===== src/rtl/even_count_monitor.sv =====
// Checker for a 4-bit even up/down counter: parity, +/-2 step and wrap events.
// Latency: all outputs registered, valid the cycle after the checking edge.
// Backpressure: none; samples every rising edge. Optional halt-on-first-error via MON_HALT_ON_ERR_EN.
module even_count_monitor #(
   parameter int ERR_W = 8
) (
   input  logic             clock,
   input  logic             reset,
   input  logic             A,
   input  logic             B,
   input  logic             C,
   input  logic             D,
   input  logic             Y,
   output logic             armed,
   output logic             par_err,
   output logic             seq_err,
   output logic             wrap_up,
   output logic             wrap_down,
   output logic             err_flag,
   output logic [ERR_W-1:0] err_count
);

`ifdef MON_HALT_ON_ERR_EN
   typedef enum logic [1:0] {EMPTY, RUN, HALT} state_t;
`else
   typedef enum logic [1:0] {EMPTY, RUN} state_t;
`endif

   localparam logic [ERR_W-1:0] CNT_MAX = {ERR_W{1'b1}};
   localparam logic [ERR_W-1:0] CNT_ONE = {{(ERR_W-1){1'b0}}, 1'b1};

   state_t           state_q, state_d;
   logic [3:0]       prev_val_q, prev_val_d;
   logic             prev_dir_q, prev_dir_d;
   logic             armed_q, armed_d;
   logic             par_err_q, par_err_d;
   logic             seq_err_q, seq_err_d;
   logic             wrap_up_q, wrap_up_d;
   logic             wrap_down_q, wrap_down_d;
   logic             err_flag_q, err_flag_d;
   logic [ERR_W-1:0] err_count_q, err_count_d;

   logic [3:0]       cur_val;
   logic [3:0]       exp_val;
   logic             err_cycle;

   // Next-state, check evaluation and error accounting for the current sample.
   always_comb begin
      cur_val     = {A, B, C, D};
      exp_val     = prev_dir_q ? (prev_val_q + 4'd2) : (prev_val_q - 4'd2);
      state_d     = state_q;
      prev_val_d  = prev_val_q;
      prev_dir_d  = prev_dir_q;
      armed_d     = armed_q;
      par_err_d   = 1'b0;
      seq_err_d   = 1'b0;
      wrap_up_d   = 1'b0;
      wrap_down_d = 1'b0;
      err_flag_d  = err_flag_q;
      err_count_d = err_count_q;

      case (state_q)
         EMPTY: begin
            // First sample only establishes the reference; parity still applies.
            prev_val_d = cur_val;
            prev_dir_d = Y;
            armed_d    = 1'b1;
            state_d    = RUN;
            par_err_d  = D;
         end
         RUN: begin
            par_err_d   = D;
            seq_err_d   = (cur_val != exp_val);
            wrap_up_d   = prev_dir_q & (prev_val_q == 4'd14) & (cur_val == 4'd0);
            wrap_down_d = ~prev_dir_q & (prev_val_q == 4'd0) & (cur_val == 4'd14);
            // Always follow the observed value so a glitch costs at most two seq_err pulses.
            prev_val_d  = cur_val;
            prev_dir_d  = Y;
         end
         default: begin
            // HALT: everything frozen until reset.
         end
      endcase

      err_cycle = par_err_d | seq_err_d;
      if (err_cycle) begin
         err_flag_d = 1'b1;
         if (err_count_q != CNT_MAX) begin
            err_count_d = err_count_q + CNT_ONE;
         end
`ifdef MON_HALT_ON_ERR_EN
         state_d = HALT;
`endif
      end
   end

   // State, reference sample and registered outputs; async active-low reset clears all.
   always_ff @(posedge clock or negedge reset) begin
      if (!reset) begin
         state_q     <= EMPTY;
         prev_val_q  <= 4'd0;
         prev_dir_q  <= 1'b0;
         armed_q     <= 1'b0;
         par_err_q   <= 1'b0;
         seq_err_q   <= 1'b0;
         wrap_up_q   <= 1'b0;
         wrap_down_q <= 1'b0;
         err_flag_q  <= 1'b0;
         err_count_q <= '0;
      end else begin
         state_q     <= state_d;
         prev_val_q  <= prev_val_d;
         prev_dir_q  <= prev_dir_d;
         armed_q     <= armed_d;
         par_err_q   <= par_err_d;
         seq_err_q   <= seq_err_d;
         wrap_up_q   <= wrap_up_d;
         wrap_down_q <= wrap_down_d;
         err_flag_q  <= err_flag_d;
         err_count_q <= err_count_d;
      end
   end

   assign armed     = armed_q;
   assign par_err   = par_err_q;
   assign seq_err   = seq_err_q;
   assign wrap_up   = wrap_up_q;
   assign wrap_down = wrap_down_q;
   assign err_flag  = err_flag_q;
   assign err_count = err_count_q;

endmodule


===== config.mk =====
export PLATFORM = sky130hd
export DESIGN_NAME = even_count_monitor
export DESIGN_NICKNAME = d
export VERILOG_FILES = /design/src/rtl/even_count_monitor.sv
export SDC_FILE = /design/constraint.sdc
export NUM_CORES = 1
export LEC_CHECK = 0
export CAP_MARGIN = 15
export CORE_MARGIN = 2
export CORE_UTILIZATION = 41
export CTS_CLUSTER_DIAMETER = 200
export DETAILED_ROUTE_END_ITERATION = 8
export PLACE_DENSITY = 0.72
export SYNTH_ARGS = -nofsm -noshare
export SYNTH_HDL_FRONTEND = slang
export SYNTH_SLANG_ARGS = --single-unit

===== constraint.sdc =====
create_clock -name clock -period 2 [get_ports clock]
set_input_delay 0.4 -clock clock [delete_from_list [all_inputs] [get_ports clock]]
set_output_delay 0.4 -clock clock [all_outputs]
set_load 0.005 [all_outputs]

==> flow_summary.json, run 1 <==
{
  "vias": 561,
  "htreeDepth": 1,
  "cts_max_path_buffers": 2,
  "seq_area_frac_synth_pct": 58.54,
  "vias_per_cell": 4.878,
  "drv_slew": 0,
  "die_width_um": 47.32,
  "grt_pass1_wl_um": 2208,
  "holdWs_ps": 440.8,
  "yosys_warnings": 0,
  "clk_pin_slew_ps": 90,
  "failed_checks": "setup timing",
  "fin_nets": 101,
  "hold_violations": 0,
  "ant_nets": 0,
  "final.setup.tns_ps": -734.6,
  "critPathKind": "reg2reg",
  "layout_setup_ws_ps": -160.9,
  "p_comb_share_pct": 35.7,
  "wl_um": 1424,
  "fmax_mhz": 462.8,
  "antenna_cells": 0,
  "gp_congestion": 0.7660,
  "internal_power_mw": 0.7815,
  "outcome": "finished with violations",
  "fin_crit_sh_pct": 108.0,
  "setup_violations": 9,
  "ir_drop_uv": 756.2,
  "cts.sinks": 18,
  "layout.cells.non_filler": 115,
  "use_met1_pct": 17.79,
  "ys_types": 22,
  "syn_area_um2": 769.5,
  "area_delta_synth_final_pct": 43.74,
  "power_frac_seq_pct": 49.1,
  "fin_skew_ps": 4.243,
  "initial_core_util_pct": 44.09,
  "p_leak_nw": 0.4655,
  "busiest_layer": "met2",
  "io_buffers": 20,
  "layout_common_cells": "20 x clkdlybuf4s50_1, 18 x dfrtp_1, 9 x xnor2_1, 9 x buf_4",
  "drc": 0,
  "syn_inst": 58,
  "root_buffer": "clkbuf_4",
  "crit_required_ps": 2170,
  "synth-seq-cells": 18,
  "drtIter0Drc": 5,
  "worstPathArrival_ps": 2340,
  "dieHeight_um": 47.32,
  "maxCapViolations": 0,
  "grt_pass1_vias": 527,
  "grt_max_degree": 19,
  "syn_area_per_cell_um2": 13.27,
  "finish.utilization_pct": 63.37,
  "cts_buffers": 3,
  "dp_hpwl_um": 1091,
  "met3_usage_pct": 3.462,
  "core_area_um2": 1745,
  "wl_per_cell_um": 12.38,
  "swShare_pct": 28.87,
  "nFillCells": 142,
  "finalCriticalPeriod_ps": 2161,
  "p_clk_share_pct": 15.2,
  "grt_usage_pct": 14.45,
  "rsz0062_at_grt": "yes",
  "grtUsageMet2_pct": 23.78,
  "final_common_cell": "clkdlybuf4s50_1",
  "cts_tree": "done",
  "dieArea_um2": 2239,
  "row_count": 15,
  "grt_remaining_overflow": 0,
  "synth_nets": 67,
  "dr.pass1.iters": 4,
  "crit_fanout": 7,
  "crit_path_start_kind": "register",
  "dp.cells": 111,
  "antenna_found_initial": 0,
  "pre_cts_slack_ps": -255.8,
  "switching_power_mw": 0.3173,
  "ioPinCount": 21,
  "cp-end-kind": "register",
  "cellPowerDensity_nw_per_um2": 993.4,
  "drive_above_1_share_pct": 20.00,
  "clock_latency_ps": 280,
  "hold_path_class": "in2async"
}
power by group through the flow:
| stage | sequential, mW | clock [mW] | combinational (mW) |
|---|---|---|---|
| 3_3_place_gp | 0.540 | 0 | 0.375 |
| 4_1_cts | 0.541 | 0.177 | 0.395 |
| 5_1_grt | 0.549 | 0.190 | 0.429 |
| 3_5_place_dp | 0.543 | 0 | 0.383 |
| 6_report | 0.539 | 0.167 | 0.392 |
| 2_1_floorplan | 0.536 | 0 | 0.164 |
cell usage after synthesis:
master,n,share of area (%)
and4b_1,1,1.3
fa_1,1,2.6
nand3_1,3,2.0
and3_1,3,2.4
nor2_1,2,0.98
or3_1,1,0.81
nand2_1,3,1.5
o21a_4,1,2.0
nand4_1,2,1.6
xor2_1,3,3.4
nor4b_1,2,2.3
nand3b_1,1,0.98
ha_1,1,1.6
mux2_2,1,1.5
o41a_1,1,1.5
inv_1,1,0.49
conb_1,1,0.49
nand2b_1,1,0.81
xnor2_1,9,10
o2111ai_1,1,1.1
mux2_4,1,2.0
dfrtp_1,18,59
kinds of logic (layout without fill, tap and decap cells):
logic type	Yosys count	after routing	synth area share [%]
and+or+nand+nor	19	19	14.64
muxes	2	2	3.414
AOI/OAI and AO/OA	3	3	4.552
DFF	18	18	58.54
adders and majority gates	2	2	4.227
other	1	1	0.4873
xor gates and xnor gates	12	12	13.66
buffers and inverters	1	33	0.4873
routing by layer:
layer | part of all wire [%] | wire [µm] | vias up
li1 | - | - | 266
met1 | 44 | 627 | 275
met2 | 50 | 710 | 18
met3 | 5.1 | 73 | 2
met4 | 0.84 | 12 | 0
met5 | 0 | 0 | -
registers in the layout, summed over array words and instances (netlist names):
register,cells
wrap_down,1
err_count,8
prev_val_q,4
err_flag,1
armed,1
wrap_up,1
prev_dir_q,1
seq_err,1
final cells by class:
cell class	count	area, µm²	share of cell area [%]
Clock buffer	3	22.52	2.036
Sequential cell	18	450.4	40.72
Timing Repair Buffer	29	267.8	24.21
Inverter	1	3.754	0.3394
Tap cell	25	31.28	2.828
Multi-Input combinational cell	39	330.3	29.86
critical path, stage by stage, from the launching register on:
cell	delay, ps
dfrtp_1	420
fa_2	580
xor2_1	60
o41a_1	460
o21a_4	250
mux2_4	290
per-stage QoR:
| stage | total power [mW] | area (µm²) |
|---|---|---|
| 3_5_place_dp | 0.9256 | 1061 |
| 3_3_place_gp | 0.9151 | 1061 |
| 6_report | 1.099 | 1106 |
| 2_1_floorplan | 0.7001 | 769.5 |
| 4_1_cts | 1.113 | 1096 |
| 5_1_grt | 1.168 | 1106 |
final timing paths:
path / from / to / slack (ps) / cells after the start
worst min register to register: err_flag / err_flag / 470 / 1
worst min-delay path: reset / prev_val_q[2] / 440 / 2
worst max register to register: prev_val_q[1] / err_count[1] / -160 / 5
worst max-delay path: prev_val_q[1] / err_count[1] / -160 / 5
max in group asynchronous: reset / err_count[2] / 1370 / 2
min in group clock: err_flag / err_flag / 470 / 1
what timing repair did:
item                       in CTS  in global routing
hold endpoints to repair        0                  0
pin swaps                       2                  2
gates resized for setup         3                  1
setup endpoints to repair       9                  9
cloned                          0                  0
hold buffers                    0                  0
setup buffers                   0                  1
No activity file was read; power rests on OpenSTA's default activity.
==> inputs of run 2 (changes only) <==
ABC_CLOCK_PERIOD_IN_PS = 2000   (was default)
==> results of run 2 <==
Same layout as run 1: the final DEF is identical, and so are final timing and power.
==> inputs of run 3 (changes only) <==
ABC_CLOCK_PERIOD_IN_PS = 2700   (was 2000)
CORE_MARGIN = 3   (was 2)
CORE_UTILIZATION = 49   (was 41)
PLACE_DENSITY = 0.81   (was 0.72)
clock period = 2.7 ns   (was 2 ns; I/O delays follow)
==> flow_summary.json, run 3 (synthesis results as in run 1) <==
{
  "grt_pass1_wl_um": 2463,
  "outcome": "finished, final reports clean",
  "finalPower_mw": 0.8366,
  "antenna_cells": 0,
  "cp-end-kind": "register",
  "final_common_cell": "clkdlybuf4s50_1",
  "ioPinCount": 21,
  "io_buffers": 20,
  "switching_power_mw": 0.2423,
  "vias": 537,
  "hold_violations": 0,
  "relSlewSlack_pct": 50.26,
  "wl_um": 1423,
  "hold_buffers": 0,
  "holdWs_ps": 492.1,
  "dr.pass1.iters": 4,
  "row_count": 13,
  "htreeDepth": 1,
  "root_buffer": "clkbuf_4",
  "dieHeight_um": 45.63,
  "die_width_um": 45.63,
  "gp_congestion": 0.8015,
  "grt_usage_pct": 16.72,
  "crit_family": "compound AO/OA/AOI/OAI gates",
  "power_frac_seq_pct": 48.4,
  "fin_skew_ps": 5.271,
  "cts_tree": "done",
  "clock_latency_ps": 290,
  "dieArea_um2": 2082,
  "slowest_stage": "fa_1",
  "design_area_um2": 1025,
  "pre_cts_slack_ps": 281.0,
  "ant_nets": 0,
  "grt_remaining_overflow": 0,
  "finish.utilization_pct": 74.12,
  "wl_per_cell_um": 14.67,
  "grt_max_degree": 19,
  "fin_crit_sh_pct": 82.87,
  "drc": 0,
  "crit_path_max_incr_delay_ps": 500,
  "drtIter0Drc": 8,
  "fmax_mhz": 446.9,
  "drive_above_1_share_pct": 8.537,
  "layout_setup_ws_ps": 462.5,
  "worst_pin_slew_ps": 743.8,
  "place_area_um2": 988.4,
  "largest_reg_flops": 8,
  "initial_core_util_pct": 55.66,
  "worstPathArrival_ps": 2420,
  "final.setup.tns_ps": 0,
  "p_clk_share_pct": 19.2,
  "hold_path_class": "reg2reg",
  "area_delta_synth_final_pct": 33.17,
  "cts_setup_buffers": 0,
  "p_comb_share_pct": 32.4,
  "finalCriticalPeriod_ps": 2237,
  "internal_power_mw": 0.5943,
  "vias_per_cell": 5.536,
  "dp.cells": 93,
  "rsz0062_at_grt": "no",
  "cts_resized": 0,
  "cts_max_path_buffers": 2,
  "antenna_found_initial": 0,
  "clk_pin_slew_ps": 100,
  "layout_common_cells": "20 x clkdlybuf4s50_1, 18 x dfrtp_1, 9 x xnor2_1",
  "maxCapViolations": 0,
  "crit_fanout": 4,
  "layout.cells.non_filler": 97,
  "p_leak_nw": 0.4264,
  "crit_chain": "fa_1 > xor2_1 > o41a_1 > o2111ai_1 > mux2_2",
  "ir_drop_uv": 714.8,
  "crit_required_ps": 2880,
  "core_area_um2": 1383,
  "cts.sinks": 18,
  "swShare_pct": 28.96,
  "nFillCells": 98,
  "grt_pass1_vias": 543,
  "crit_path_start_kind": "register",
  "dp_hpwl_um": 1047,
  "critPathKind": "reg2reg",
  "cellPowerDensity_nw_per_um2": 816.4,
  "fin_nets": 92,
  "drv_slew": 0,
  "crit_buf_inv": 0,
  "cts_buffers": 3,
  "setup_violations": 0
}
==> run 3: final cells by class <==
class | count | area (µm²) | area share, %
sequential | 18 | 450.4 | 43.96
multi-input combinational | 39 | 315.3 | 30.77
timing repair buffer | 20 | 200.2 | 19.54
clock buffer | 4 | 36.28 | 3.541
tap | 15 | 18.77 | 1.832
inverter | 1 | 3.754 | 0.3663
==> run 3: per-layer routing <==
layer / up-vias / global-route usage (%) / share of wire (%)
li1: 250 / - / -
met1: 267 / 22.98 / 46
met2: 18 / 23.68 / 47
met3: 2 / 6.324 / 6.1
met4: 0 / 6.433 / 0.77
met5: - / 0 / 0
==> run 3: worst paths after layout <==
path                                from            end  slack (ps)  depth (start not counted)
min                             err_flag       err_flag         490                          1
max in group asynchronous          reset  prev_val_q[2]        1550                          1
max                        prev_val_q[1]   err_count[6]         460                          5
max reg2reg                prev_val_q[1]   err_count[6]         460                          5
min reg2reg                     err_flag       err_flag         490                          1
min in group asynchronous          reset  prev_val_q[0]         680                          1
==> run 3: power groups by stage <==
stage	clock (mW)	combinational, mW	sequential [mW]
global placement	0	0.266	0.403
global route	0.181	0.295	0.415
CTS	0.166	0.275	0.403
finish	0.160	0.271	0.405
floorplan	0	0.121	0.397
detailed placement	0	0.274	0.406
==> edit 1 (config.mk and constraints of run 2) <==
Make the reset (`reset`) synchronous in one clocked block. Comments in the files are not updated.
--- a/src/rtl/even_count_monitor.sv
+++ b/src/rtl/even_count_monitor.sv
@@ -97,3 +97,3 @@
    // State, reference sample and registered outputs; async active-low reset clears all.
-   always_ff @(posedge clock or negedge reset) begin
+   always_ff @(posedge clock) begin
       if (!reset) begin
Check against the original RTL: differs if reset is asserted again (counterexample within 4 cycles, from zero or initial values and one cycle with reset low); with reset held inactive, the same outputs for 10 cycles.
==> edit 1 against run 2 <==
  * Routed wire length is 7.2% higher
  * Sequential share of layout area is 9.9 points lower
  * The flow still finishes with violations (setup timing)
  * Critical path depth is 3 higher
  * Sequential cell count stayed put
  * Area after synthesis is 4.7% higher
  * Cell area is 6.8% higher
  * Count of clock-buffer cells in the layout stayed put
  * Global-route usage is 0.54 points lower
  * Setup slack better by 150 ps
  * Highest routed layer unchanged
  * Maximum frequency is 7.7% higher
  * Via count is 20% higher
Power is not compared: it rests on default switching activity, and its combinational part moved more than twofold at a synthesized area within 25%.
==> edit 1: results (changes against run 2) <==
muxShareOfSynthArea_pct: 2.48  # -0.93 points
root_buffer: "clkbuf_4"
async_flop_share_pct: 0  # -100 points
grt_pass1_vias: 582  # +10%
cp.arrival_ps: 2230  # -110 ps
synthesis.nets: 89  # +33%
violations: "setup timing"
h-tree-depth: 1  # unchanged
place_area_um2: 1120  # +5.4%
nets: 124  # +23%
synth_cell_types: 32  # +45%
synth_area_leaders: "dfxtp_1 (45%), and2_1 (5.4%), xnor2_1 (5.4%)"
grt_util_met1_pct: 18.1  # +0.32 points
synth_xor_area_share_pct: 8.70  # -5.0 points
timing.rr.end: "err_count[5]"
status: "complete, but fails checks"
diodes: 0  # unchanged
synthTopCellsByCount: "dfxtp_1 (18), and2_1 (7), nand3_1 (5), xnor2_1 (5), nand2_1 (4)"
grt_pass1_wl_um: 2540  # +15%
grt.met3_usage_pct: 1.23  # -2.2 points
reg2regPathDepth: 8  # +3
yosys.area_share.adder_pct: 4.04  # -0.19 points
holdPathStages: 1
ant_nets: 0  # unchanged
yosysSeqAreaShare_pct: 44.7  # -14 points
r2r_start: "prev_val_q[1]"
ir_drop_mv: 0.368
min_from: "prev_val_q[2]"
yosys_warnings: 0  # unchanged
insertion_delay_ps: 290
setup_viol: 1  # -8
grtUsageTotal_pct: 13.9  # -0.54 points
layout-drive-gt1-share_pct: 23.9  # +3.9 points
vias: 675  # +20%
setup_ws_ps: -6.48  # +154 ps
drt-total-wl_um: 1530  # +7.2%
gp_congestion: 0.720  # -6.1%
hold_class: "reg2reg"
power_leakage_nw: 0.450
dp_hpwl_um: 1140  # +4.8%
finClkSkew_ps: 1.53  # -2.72 ps
finalSetupTns_ps: -6.48  # +728 ps
clock_path_buffers: 2  # unchanged
dr.first_iter.drc_count: 10  # +5
cp_max_fo: 6  # -1
met2_usage_pct: 21.1  # -2.7 points
synth-compound-area-share_pct: 14.1  # +9.6 points
pre_cts_slack_ps: -214  # +41.9 ps
==> edit 1: cell types whose count changed after synthesis, moves of 3 or more <==
cell | before | now
dfxtp_1 | 0 | 18
xnor2_1 | 9 | 5
clkbuf_1 | 0 | 3
o211ai_1 | 0 | 3
and2_1 | 0 | 7
dfrtp_1 | 18 | 0
==> edit 1: layer usage <==
| layer | part of all wire (%) | vias up |
|---|---|---|
| met5 | 0 | - |
| met4 | 3.7 | 0 |
| met3 | 3.1 | 5 |
| met2 | 45 | 14 |
| met1 | 48 | 305 |
| li1 | - | 351 |
==> edit 1: critical path, cell delays in order (launching register included) <==
cell	delay, ps
dfxtp_2	350
fa_2	390
xor2_1	160
xnor2_1	120
buf_4	140
a21boi_4	210
o21ai_4	110
or3_1	310
a21boi_1	150
==> edit 1: area by class of cell <==
cell class	count	area, um^2
fillers	160	721
multi-input cells	56	435
flip-flops and latches	18	364
repair buffers	34	318
well taps	27	33.8
clock buffers	3	22.5
inverters	2	7.51
==> edit 1: what timing repair did <==
action,4_1_cts,5_1_grt
cloned,0,0
setup endpoints to repair,6,8
setup buffers,1,2
hold endpoints to repair,0,0
pin swaps,9,8
gates resized for setup,6,1
==> edit 1: worst max path at each step <==
stage                  startpoint           end  cells past startpoint
floorplan           prev_val_q[1]  err_count[5]                      7
global placement                A  err_count[5]                      8
detailed placement              A  err_count[5]                      8
CTS                    prev_dir_q  err_count[5]                      8
global route           prev_dir_q  err_count[5]                      8
finish              prev_val_q[1]  err_count[5]                      8
==> edit 1: report_power, final <==
part	switching [mW]	total, mW	internal (mW)
logic	0.0589	0.154	0.0955
registers	0.0184	0.394	0.376
clock network	0.107	0.177	0.0701
total	0.184	0.726	0.542
==> edit 1: cell families (layout without fill, tap and decap cells) <==
kind of cell,count (synthesis),after routing
AO/OA/AOI/OAI,13,13
XOR/XNOR,8,8
adder cells (fa/ha/maj),2,2
buffers and inverters,6,39
flip-flops,18,18
multiplexers,2,2
AND/OR/NAND/NOR,31,31
==> edit 1: through the flow <==
stage          std cells  hold slack, ps  total power, mW
3_3_place_gp         134             463            0.543
2_1_floorplan         80             431            0.468
4_1_cts              138             473            0.731
6_report             140             471            0.726
3_5_place_dp         134             476            0.545
5_1_grt              140             498            0.762
==> edit 2 (settings of run 2) <==
Without the edit above. Change the parameter `ERR_W` from 8 to 6.
--- a/src/rtl/even_count_monitor.sv
+++ b/src/rtl/even_count_monitor.sv
@@ -4,3 +4,3 @@
 module even_count_monitor #(
-   parameter int ERR_W = 8
+   parameter int ERR_W = 6
 ) (
Interface: changed (resized err_count); port bits go from 21 to 19. No check against the original RTL was run, so the function may have changed too.
==> edit 2 against run 2 <==
  * The flow still finishes with violations (setup timing)
  * Non-clock buffer count shrank 3
  * Core utilization grew 0.19 points
  * Total power shrank 7.1%
  * Setup slack gained 140 ps
  * Area after synthesis shrank 8.5%
  * Die area shrank 7.7%
  * Combinational power shrank 2%
  * Global-route usage grew 1.9 points
  * Clock power is essentially flat
  * Routed wire length shrank 6.0%
  * Sequential cell count shrank 2
  * Hold slack lost 14 ps
  * Cell area shrank 10%
  * Highest routed layer unchanged
==> edit 2: results (changes against run 2) <==
status: "complete, but fails checks"
violations: "setup timing"
io_buffers: 18  # -10%
wl_met2_um: 624  # -12%
via_per_inst: 5.13  # +5.1%
yosys.area_share.adder_pct: 4.62  # +0.39 points
dr_wl_met3_um: 52  # -29%
muxShareOfSynthArea_pct: 3.55  # +0.14 points
largest_reg_flops: 6  # -2
yosysSeqAreaShare_pct: 56.8  # -1.7 points
dr.pass1.iters: 3  # -1
grt_pass1_wl_um: 2290  # +3.7%
cp.arrival_ps: 2200  # -140 ps
finalSetupTns_ps: -21.4  # +713 ps
pre_cts_slack_ps: -25.8  # +230 ps
finClkSkew_ps: 1.28  # -2.96 ps
gp_congestion: 0.732  # -4.4%
wl_met1_um: 630  # +0.48%
grt_util_met1_pct: 22.2  # +4.4 points
nets: 97  # -4.0%
dr.first_iter.drc_count: 8  # +3
reg2regPathDepth: 6  # +1
setup_viol: 1  # -8
place_area_um2: 957  # -9.8%
dpl.cell_count: 98  # -12%
setup_ws_ps: -21.4  # +140 ps
synth_cell_types: 25  # +14%
edit 2: cell types whose count changed after synthesis, sizes merged, moves of 2 or more:
cell / before / now
a21oi: 0 / 4
a31oi: 0 / 3
nand2: 3 / 0
xnor2: 9 / 3
nor2: 2 / 4
dfrtp: 18 / 16
edit 2: layout make-up:
class                      instances  area, um^2
fill                             129         568
sequential                        16         400
multi-input combinational         39         300
timing repair buffer              26         240
clock buffer                       3        22.5
tap                               16        20.0
inverter                           2        7.51
edit 2: where the power goes:
group	switching [mW]	internal, mW	leakage, nW	total [mW]
sequential	0.0762	0.393	0.186	0.470
combinational	0.144	0.240	0.230	0.384
clock	0.0973	0.0700	0.0138	0.167
total	0.317	0.703	0.429	1.02
edit 2: critical path: stages, from the launching register on:
cell and delay (ps):
dfrtp_1 410, fa_1 490, xor2_1 200, nor4_2 250
a21oi_2 90, and2_4 190, mux2_4 290
